<file path="config.mk">
export PLATFORM = sky130hd
export DESIGN_NAME = iq_lpf_decim
export DESIGN_NICKNAME = d
export VERILOG_FILES = /design/src/rtl/iq_lpf_decim.sv
export SDC_FILE = /design/constraint.sdc
export NUM_CORES = 1
export LEC_CHECK = 0
export CAP_MARGIN = 20
export CORE_MARGIN = 4
export CORE_UTILIZATION = 34
export DETAILED_ROUTE_END_ITERATION = 8
export PLACE_DENSITY = 0.49
export SYNTH_ARGS = -nofsm -noshare
export SYNTH_HDL_FRONTEND = slang
export SYNTH_SLANG_ARGS = --single-unit
</file>
<file path="constraint.sdc">
create_clock -name clk -period 7.1 [get_ports clk]
set_clock_uncertainty 0.15 [all_clocks]
set_input_delay 1.775 -clock clk [delete_from_list [all_inputs] [get_ports clk]]
set_output_delay 1.775 -clock clk [all_outputs]
set_load 0.05 [all_outputs]
</file>
<file path="src/rtl/iq_lpf_decim.sv">
// ---------------------------------------------------------------------------
// iq_lpf_decim
//
// Baseband low-pass + decimation stage that sits after the IQ demodulator.
// Each channel (I and Q) runs a LEN = 2**LOG2_LEN tap moving-average filter
// built from a circular delay line and a running sum. The two channels share
// one write pointer, fill counter and decimation counter, so they always
// advance in lockstep. Once the delay line holds LEN real samples, every
// DECIM-th accepted sample produces a rounded, clamped output, registered
// one cycle after the accepting strobe.
//
// Ports:
//   clk        in   system clock
//   resetn     in   asynchronous active-low reset
//   I_BB       in   signed baseband I sample from the demodulator
//   Q_BB       in   signed baseband Q sample from the demodulator
//   demod_rdy  in   one-cycle strobe qualifying I_BB/Q_BB
//   I_LP       out  signed filtered/decimated I, registered, held between strobes
//   Q_LP       out  signed filtered/decimated Q, registered, held between strobes
//   lpf_rdy    out  one-cycle strobe marking an update of I_LP/Q_LP
//
// LOG2_LEN must be >= 1 (the write pointer is LOG2_LEN bits wide).
// ---------------------------------------------------------------------------
module iq_lpf_decim #(
    parameter int DATA_W   = 5,
    parameter int LOG2_LEN = 2,
    parameter int DECIM    = 2
) (
    input  logic                     clk,
    input  logic                     resetn,
    input  logic signed [DATA_W-1:0] I_BB,
    input  logic signed [DATA_W-1:0] Q_BB,
    input  logic                     demod_rdy,
    output logic signed [DATA_W-1:0] I_LP,
    output logic signed [DATA_W-1:0] Q_LP,
    output logic                     lpf_rdy
);

    localparam int LEN    = 1 << LOG2_LEN;
    localparam int SW     = DATA_W + LOG2_LEN;      // running-sum width
    localparam int RW     = SW + 1;                 // one guard bit for the rounding add
    localparam int FILL_W = LOG2_LEN + 1;           // must be able to hold LEN itself
    localparam int DC_W   = (DECIM > 1) ? $clog2(DECIM) : 1;
    localparam int HALF   = LEN / 2;

    localparam logic signed [RW-1:0]     Y_MAX_W = RW'((1 <<< (DATA_W - 1)) - 1);
    localparam logic signed [RW-1:0]     Y_MIN_W = -RW'(1 <<< (DATA_W - 1));
    localparam logic signed [DATA_W-1:0] Y_MAX   = {1'b0, {(DATA_W-1){1'b1}}};
    localparam logic signed [DATA_W-1:0] Y_MIN   = {1'b1, {(DATA_W-1){1'b0}}};

    // ------------------------------------------------------------------
    // Shared control: write pointer, fill counter, decimation counter
    // ------------------------------------------------------------------
    logic [LOG2_LEN-1:0] wp_q,   wp_d;
    logic [FILL_W-1:0]   fill_q, fill_d;
    logic [DC_W-1:0]     dc_q,   dc_d;
    logic                rdy_q,  rdy_d;
    logic                win_ok;
    logic                emit;

    always_comb begin
        wp_d   = wp_q;
        fill_d = fill_q;
        dc_d   = dc_q;
        // The window counts the sample being accepted this cycle, so it is
        // valid once LEN-1 samples are already stored.
        win_ok = (fill_q >= FILL_W'(LEN - 1));
        emit   = demod_rdy && win_ok && (dc_q == '0);
        rdy_d  = emit;
        if (demod_rdy) begin
            wp_d   = wp_q + LOG2_LEN'(1);
            fill_d = (fill_q == FILL_W'(LEN)) ? fill_q : fill_q + FILL_W'(1);
            if (win_ok) begin
                dc_d = (dc_q == DC_W'(DECIM - 1)) ? '0 : dc_q + DC_W'(1);
            end
        end
    end

    always_ff @(posedge clk or negedge resetn) begin
        if (!resetn) begin
            wp_q   <= '0;
            fill_q <= '0;
            dc_q   <= '0;
            rdy_q  <= 1'b0;
        end else begin
            wp_q   <= wp_d;
            fill_q <= fill_d;
            dc_q   <= dc_d;
            rdy_q  <= rdy_d;
        end
    end

    assign lpf_rdy = rdy_q;

    // ------------------------------------------------------------------
    // Per-channel datapath: index 0 = I, index 1 = Q
    // ------------------------------------------------------------------
    logic signed [DATA_W-1:0] din  [2];
    logic signed [DATA_W-1:0] dout [2];

    assign din[0] = I_BB;
    assign din[1] = Q_BB;

    genvar gi;
    generate
        for (gi = 0; gi < 2; gi++) begin : g_ch
            logic signed [DATA_W-1:0] buf_q [LEN];
            logic signed [DATA_W-1:0] buf_d [LEN];
            logic signed [SW-1:0]     sum_q, sum_d;
            logic signed [SW-1:0]     sum_new;
            logic signed [RW-1:0]     rnd;
            logic signed [RW-1:0]     shifted;
            logic signed [DATA_W-1:0] y;
            logic signed [DATA_W-1:0] out_q, out_d;

            always_comb begin
                buf_d = buf_q;
                sum_d = sum_q;
                out_d = out_q;

                // Drop the oldest sample, add the newest; the sum always
                // equals the sum of the delay line, so SW bits never overflow.
                sum_new = sum_q
                        + {{LOG2_LEN{din[gi][DATA_W-1]}}, din[gi]}
                        - {{LOG2_LEN{buf_q[wp_q][DATA_W-1]}}, buf_q[wp_q]};

                // Round half up, then divide by LEN with an arithmetic shift.
                rnd     = {sum_new[SW-1], sum_new} + RW'(HALF);
                shifted = rnd >>> LOG2_LEN;

                if (shifted > Y_MAX_W) begin
                    y = Y_MAX;
                end else if (shifted < Y_MIN_W) begin
                    y = Y_MIN;
                end else begin
                    y = shifted[DATA_W-1:0];
                end

                if (demod_rdy) begin
                    buf_d[wp_q] = din[gi];
                    sum_d       = sum_new;
                end
                if (emit) begin
                    out_d = y;
                end
            end

            always_ff @(posedge clk or negedge resetn) begin
                if (!resetn) begin
                    for (int k = 0; k < LEN; k++) begin
                        buf_q[k] <= '0;
                    end
                    sum_q <= '0;
                    out_q <= '0;
                end else begin
                    buf_q <= buf_d;
                    sum_q <= sum_d;
                    out_q <= out_d;
                end
            end

            assign dout[gi] = out_q;
        end
    endgenerate

    assign I_LP = dout[0];
    assign Q_LP = dout[1];

endmodule

</file>
==> results of run 1 <==
registers in the layout, summed over array words and instances (netlist names):
register	cells
I_LP	5
Q_LP	5
dc_q	1
fill_q	3
lpf_rdy	1
wp_q	2
g_ch.sum_q	14
g_ch.buf_q	40
critical path, cell delays in order:
cell and delay (ps):
clkdlybuf4s50_1 450, inv_1 90, fa_1 600, inv_1 60
ha_1 280, a211oi_1 310, nor2_1 100, xor2_1 420
nand4_1 270, o311ai_0 410, o211ai_1 140
synth_stat cells (all sizes together):
library cell,number,area (um2)
a2bb2oi,1,8.76
and3,1,6.26
o31a,1,8.76
o21ai,47,235
clkbuf,9,33.8
o221a,1,11.3
and2b,1,7.51
xnor2,11,96.3
inv,56,210
o21bai,2,15.0
dfrtp,71,1780
a31o,1,8.76
a211o,1,8.76
nand2b,1,6.26
nand4,2,12.5
clkinv,1,3.75
ha,25,313
nand3,3,15.0
o211ai,5,37.5
or2,3,18.8
a21oi,9,45.0
or3b,2,17.5
mux2i,2,20.0
a211oi,4,35.0
a221oi,1,15.0
xnor3,1,22.5
mux4,10,225
nor2,14,52.6
and2,1,8.76
a41oi,1,8.76
o311ai,4,35.0
or3,2,12.5
o22ai,1,6.26
a21o,3,22.5
o2111ai,1,8.76
o221ai,3,26.3
buf,3,13.8
mux2,12,135
xor2,8,70.1
nand2,64,240
o21a,1,7.51
fa,12,240
routing by layer:
metal | vias up | wire, um | global-route usage, %
met5 | - | 0 | 0
met4 | 0 | 142 | 5.27
li1 | 1407 | - | -
met2 | 34 | 3510 | 19.2
met1 | 1338 | 4090 | 17.9
met3 | 16 | 190 | 2.84
stage by stage:
stage	util, %	worst slack (ps)	instances	instance area (um2)	hold WS, ps
after floorplan	-	2600	402	4100	288
after global placement	38.5	1970	558	4470	301
after detailed placement	38.5	1940	558	4470	317
after CTS	41.2	2270	574	4780	330
after global routing	41.2	1970	574	4780	354
final	41.2	2230	574	4780	325
layout by cell type (no fill, tap or decap), drive strengths merged, types with 2 or more instances in the layout:
master         netlist  routed
buf                  3       3
or3b                 2       2
inv                 56      56
o21ai               47      47
clkinv               1       4
mux2i                2       2
nor2                14      14
nand4                2       2
o21bai               2       2
fa                  12      12
or3                  2       2
a211oi               4       4
o311ai               4       4
nand2               64      64
a21o                 3       3
ha                  25      25
o211ai               5       5
dfrtp               71      71
o221ai               3       3
xor2                 8       8
mux4                10      10
or2                  3       3
a21oi                9       9
clkbuf               9      11
nand3                3       3
clkdlybuf4s50        0      22
xnor2               11      11
mux2                12      12
layout make-up:
type                    instances  area [um2]  area share [%]
flip-flops and latches         71        1780            37.1
clock inverters                 5        56.3            1.18
clock buffers                  11         253            5.28
well taps                     143         179            3.74
multi-input cells             262        2060            43.2
inverters                      57         214            4.47
repair buffers                 25         240            5.02
cells by family after synthesis:
| logic type | after synthesis |
|---|---|
| buf+inv | 69 |
| xor+xnor | 20 |
| compound gates | 87 |
| mux | 24 |
| fa+ha+maj | 37 |
| flops | 71 |
| simple gates | 94 |
final timing paths:
| kind | to | depth (start not counted) | slack (ps) |
|---|---|---|---|
| worst max register to register | I_LP[3]$_DFFE_PN0P_ | 12 | 2760 |
| min in group asynchronous | fill_q[2]$_DFFE_PN0P_ | 2 | 1490 |
| worst max-delay path | Q_LP[0]$_DFFE_PN0P_ | 11 | 2230 |
| max in group asynchronous | wp_q[1]$_DFFE_PN0P_ | 2 | 4680 |
| worst min register to register | dc_q$_DFFE_PN0P_ | 2 | 330 |
| worst min-delay path | dc_q$_DFFE_PN0P_ | 2 | 330 |
==> summary.txt, run 1 <==
Route
  • Post-Route WL: 7930 um
  • Starting DRC count in detailed routing: 109
  • Antenna-violating nets left: 0
  • Via count: 2,795
  • WL per Instance: 13.8 um
  • Residual DRC: 0
  • Via-per-instance ratio: 4.87
  • Drt pass-1 iters: 4

Yosys
  • Syn Inst Count: 402
  • Synthesis-stage register bit count: 71
  • Post-Synth XOR/XNOR Area: 4.61%
  • Main combinational cell family by area after synthesis: adder cells
  • Mean Syn Cell Area: 10.2 um2
  • Post-Synth Simple-Gate Area: 9.70%
  • Mux cell area share after synthesis: 9.27%
  • Cell Area, Synth: 4100 um2
  • Register area share after synthesis: 43.3%
  • Post-synthesis compound-gate area fraction: 13.3%
  • Syn Nets: 452
  • Adder-Cell Fraction of Synth Area: 13.5%
  • Count of cell types in the netlist: 44
  • Synthesis warning total: 0

STA
  • Worst Max-Slew Pin Slew: 920 ps
  • Setup TNS: 0 ps
  • Setup violators final: 0
  • Final hold vios: 0
  • Final period utilization: 68.6%
  • Slew HR: 38.7%
  • Post-layout minimum cycle time: 4870 ps
  • Fmax: 205 MHz
  • Pins Over Slew Limit: 0
  • Unrepaired setup endpoints after global routing: no

Flow run
  • Number of max-cap violations: 0

Clock tree
  • Resized cells post-CTS: 0
  • Skew-Pair Late Insertion Delay: 330 ps
  • H-Tree Level Count: 3
  • Clk slew on worst S/H paths: 50 ps
  • Root Buffer: clkbuf_16
  • TritonCTS clock tree: done
  • Clock Sinks: 71
  • Post-CTS Setup Inserts: 0
  • CTS buffer count: 9
  • Hold Buf Count CTS: 0
  • Clock Path Buffers: 2

Worst setup path
  • Critical Path AT: 4910 ps
  • Crit-path max FO: 6
  • Worst setup path startpoint: Q_BB[1]
  • CP startpoint kind: input port
  • Worst endpoint required time: 7130 ps
  • Crit. End Element: flop
  • R2R Path Start: wp_q[0]$_DFFE_PN0P_
  • Worst setup path class: in -> reg

GRT
  • Largest net degree at the start of global routing: 72
  • GRT Residual Overflow: 0
  • First-pass GRT wire length: 14,400 um
  • Vias in the first global route: 2,932
  • Global Route Usage Sum: 12.8%
  • Initial antenna violation count: 0

Floorplanning
  • DIE WIDTH: 118 um
  • Die Area: 13,900 um2
  • I/O pin cnt: 24
  • Die Span Y: 118 um
  • Core area: 11,600 um2
  • Row cnt: 39
  • Initial core utilization: 35.3%

Layout
  • Fill count: 1,126
  • Number of diodes: 0
  • Fraction of layout cells with a size suffix above 1: 11.8%
  • Final net count: 476
  • Synth-to-layout area growth: 16.6%

Placement
  • GP Congestion: 0.742
  • Dpl hpwl: 5640 um
  • PortBufs: 23

Status
  • Outcome: finished, final reports clean

Worst hold path
  • Hold Path Class: reg -> reg
  • Hold path startpoint: dc_q$_DFFE_PN0P_
Power of run 1 is not shown: default switching activity piles up to over one toggle a cycle in this logic, so the estimate is an artifact.
==> run 2, diff against run 1 <==
clock period = 4.9 ns   (was 7.1 ns; I/O delays follow)
==> run 2 against run 1 <==
  * Final area grew 0.84%
  * Flip-flop and latch count is the same
  * Register-to-register slack worse by 2200 ps
  * Count of clock-buffer cells in the layout is 2 lower
  * Sequential share of layout area decreased by 0.31 points
  * Utilization grew 0.34 points
  * Via count shrank 0.18%
  * First-iteration DRC count down 8.3%
  * Die area is the same
  * Wire length increased by 1.8%
  * Worst setup slack worse by 1600 ps
  * Cell count rose by 0.52%
==> summary.txt, run 2 (synthesized netlist as in run 1, its figures left out) <==
Clock tree
  • Skew-Pair Late Insertion Delay: 330 ps (about the same)
  • TritonCTS clock tree: done
  • Resized cells post-CTS: 0 (unchanged)
  • Hold Buf Count CTS: 0 (unchanged)
  • Clock Sinks: 71 (unchanged)
  • H-Tree Level Count: 3 (unchanged)
  • Clock Path Buffers: 2 (unchanged)
  • Root Buffer: clkbuf_16
  • Post-CTS Setup Inserts: 0 (unchanged)
  • CTS buffer count: 9 (unchanged)
  • Clk slew on worst S/H paths: 60 ps (about the same)

Worst setup path
  • Reg2Reg Capture Point: Q_LP[1]$_DFFE_PN0P_
  • Critical Path AT: 4360 ps (-550 ps)
  • R2r setup slk: 600 ps (-2160 ps)
  • Worst setup path class: in -> reg
  • Max incr delay on CP: 600 ps (about the same)
  • Worst endpoint required time: 4940 ps (-2190 ps)
  • Most used cell, CP: inv_1
  • Crit. End Element: flop
  • Slowest cell on crit path: fa_1
  • Worst-path cell chain: clkdlybuf4s50_1 > inv_1 > fa_1 > inv_1 > ha_1 > a211oi_1 > nor2_1 > xor2_1 > nand4_1 > o311ai_0 > o211ai_1
  • R2R Path Start: wp_q[0]$_DFFE_PN0P_
  • CP startpoint kind: input port
  • Crit-path max FO: 6 (unchanged)
  • FF-to-FF path depth: 11 (-1)

Layout
  • Final net count: 479 (+0.63%)
  • Final instance area: 4820 um2 (+0.84%)
  • Largest Register: g_ch.buf_q
  • Most frequent cells in the layout: dfrtp_1 (71), nand2_1 (64), inv_1 (56)
  • Area occupied by multi-input gates: 2060 um2 (unchanged)
  • Max FFs per register: 40 (unchanged)
  • Reg area: 1780 um2 (unchanged)
  • Fraction of layout cells with a size suffix above 1: 12.4% (+0.61 points)
  • Synth-to-layout area growth: 17.6%
  • Number of diodes: 0 (unchanged)
  • Most common cell after layout, fill and taps aside: dfrtp_1
  • Final core occ: 41.5% (+0.34 points)
  • Biggest regs: g_ch.buf_q x40, g_ch.sum_q x14
  • Fill count: 1,150 (+2.1%)

Route
  • Residual DRC: 0 (unchanged)
  • WL per Instance: 14.0 um (+1.3%)
  • Via count: 2,790 (-0.18%)
  • Starting DRC count in detailed routing: 100 (-8.3%)
  • Drt pass-1 iters: 4 (unchanged)
  • Antenna-violating nets left: 0 (unchanged)
  • Via-per-instance ratio: 4.84 (-0.70%)
  • Post-Route WL: 8080 um (+1.8%)

GRT
  • Global Route Usage Sum: 12.7% (-0.077 points)
  • Vias in the first global route: 2,900 (-1.1%)
  • GRT Residual Overflow: 0 (unchanged)
  • Largest net degree at the start of global routing: 49 (-32%)
  • First-pass GRT wire length: 14,100 um (-1.9%)
  • Initial antenna violation count: 0 (unchanged)

Worst hold path
  • Hold Path End: dc_q$_DFFE_PN0P_
  • Hold path startpoint: dc_q$_DFFE_PN0P_
  • Hold Path Class: reg -> reg
  • Hold Path Depth: 2 (unchanged)

STA
  • Worst Max-Slew Pin Slew: 667 ps (-253 ps)
  • Fmax: 231 MHz
  • Final period utilization: 88.2%
  • Slew HR: 55.4% (+17 points)
  • Setup violators final: 0 (unchanged)
  • Setup TNS: 0 ps (unchanged)
  • Post-layout minimum cycle time: 4320 ps
  • Final hold vios: 0 (unchanged)
  • Pins Over Slew Limit: 0 (unchanged)
  • Unrepaired setup endpoints after global routing: no

Floorplanning
  • I/O pin cnt: 24 (unchanged)
  • Die Span Y: 118 um (unchanged)
  • Core area: 11,600 um2 (unchanged)
  • Initial core utilization: 35.3% (unchanged)
  • DIE WIDTH: 118 um (unchanged)
  • Row cnt: 39 (unchanged)
  • Die Area: 13,900 um2 (unchanged)

Placement
  • PortBufs: 23 (unchanged)
  • Placement Cell Area: 4500 um2 (+0.50%)
  • GP Congestion: 0.781 (+5.2%)
  • Dpl hpwl: 5830 um (+3.4%)

Status
  • Outcome: finished, final reports clean

Flow run
  • Number of max-cap violations: 0 (unchanged)
-- run 2: cell types whose count changed in the layout (fill, tap and decap cells not counted) --
cell	before	now
clkbuf_8	2	0
clkinvlp_4	1	2
clkinv_2	2	0
buf_4	2	5
clkinv_4	1	0
inv_6	0	3
bufinv_16	1	2
-- run 2: through the flow --
stage | instances | hold WS [ps] | setup WS (ps)
after floorplan | 402 | 288 | 953
after global placement | 561 | 301 | 320
after detailed placement | 561 | 306 | 271
after CTS | 577 | 321 | 577
after global routing | 577 | 356 | 197
final | 577 | 318 | 579
-- run 2: how the worst max path moves through the flow --
stage | from | to | slack, ps | cells after the start
floorplan | I_BB[1] | I_LP[3]$_DFFE_PN0P_ | 950 | 9
global placement | Q_BB[1] | Q_LP[1]$_DFFE_PN0P_ | 320 | 11
detailed placement | Q_BB[1] | Q_LP[0]$_DFFE_PN0P_ | 270 | 11
CTS | wp_q[0]$_DFFE_PN0P_ | Q_LP[1]$_DFFE_PN0P_ | 580 | 11
global route | wp_q[0]$_DFFE_PN0P_ | Q_LP[0]$_DFFE_PN0P_ | 200 | 11
finish | Q_BB[1] | Q_LP[1]$_DFFE_PN0P_ | 580 | 11
-- run 2: layer usage --
layer | global-route usage, % | wire length (um) | part of all wire [%]
met2 | 19.8 | 3600 | 45
met4 | 5.93 | 174 | 2.2
met5 | 0 | 0 | 0
met3 | 2.74 | 214 | 2.6
met1 | 16.9 | 4090 | 51
-- run 2: critical path, delay by kind of cell --
kind,cells,cell delay (ps)
adders and majority gates,2,900
AOI/OAI and AO/OA,3,860
buffers and inverters,3,600
xor gates and xnor gates,1,420
and+or+nand+nor,2,370
-- run 2: area by class of cell --
class	count	area share (%)
clock buffers	9	4.67
clock inverters	7	2.10
inverters	57	4.44
multi-input cells	262	42.8
flip-flops and latches	71	36.8
well taps	143	3.71
repair buffers	28	5.45
Power of run 2 is left out for the same reason.
==> run 3, diff against run 2 <==
SLEW_MARGIN = 20   (was unset)
TNS_END_PERCENT = 1   (was unset)
==> results of run 3 <==
Final layout, timing and power as in run 2 (identical DEF).
Power of run 3 is left out for the same reason.
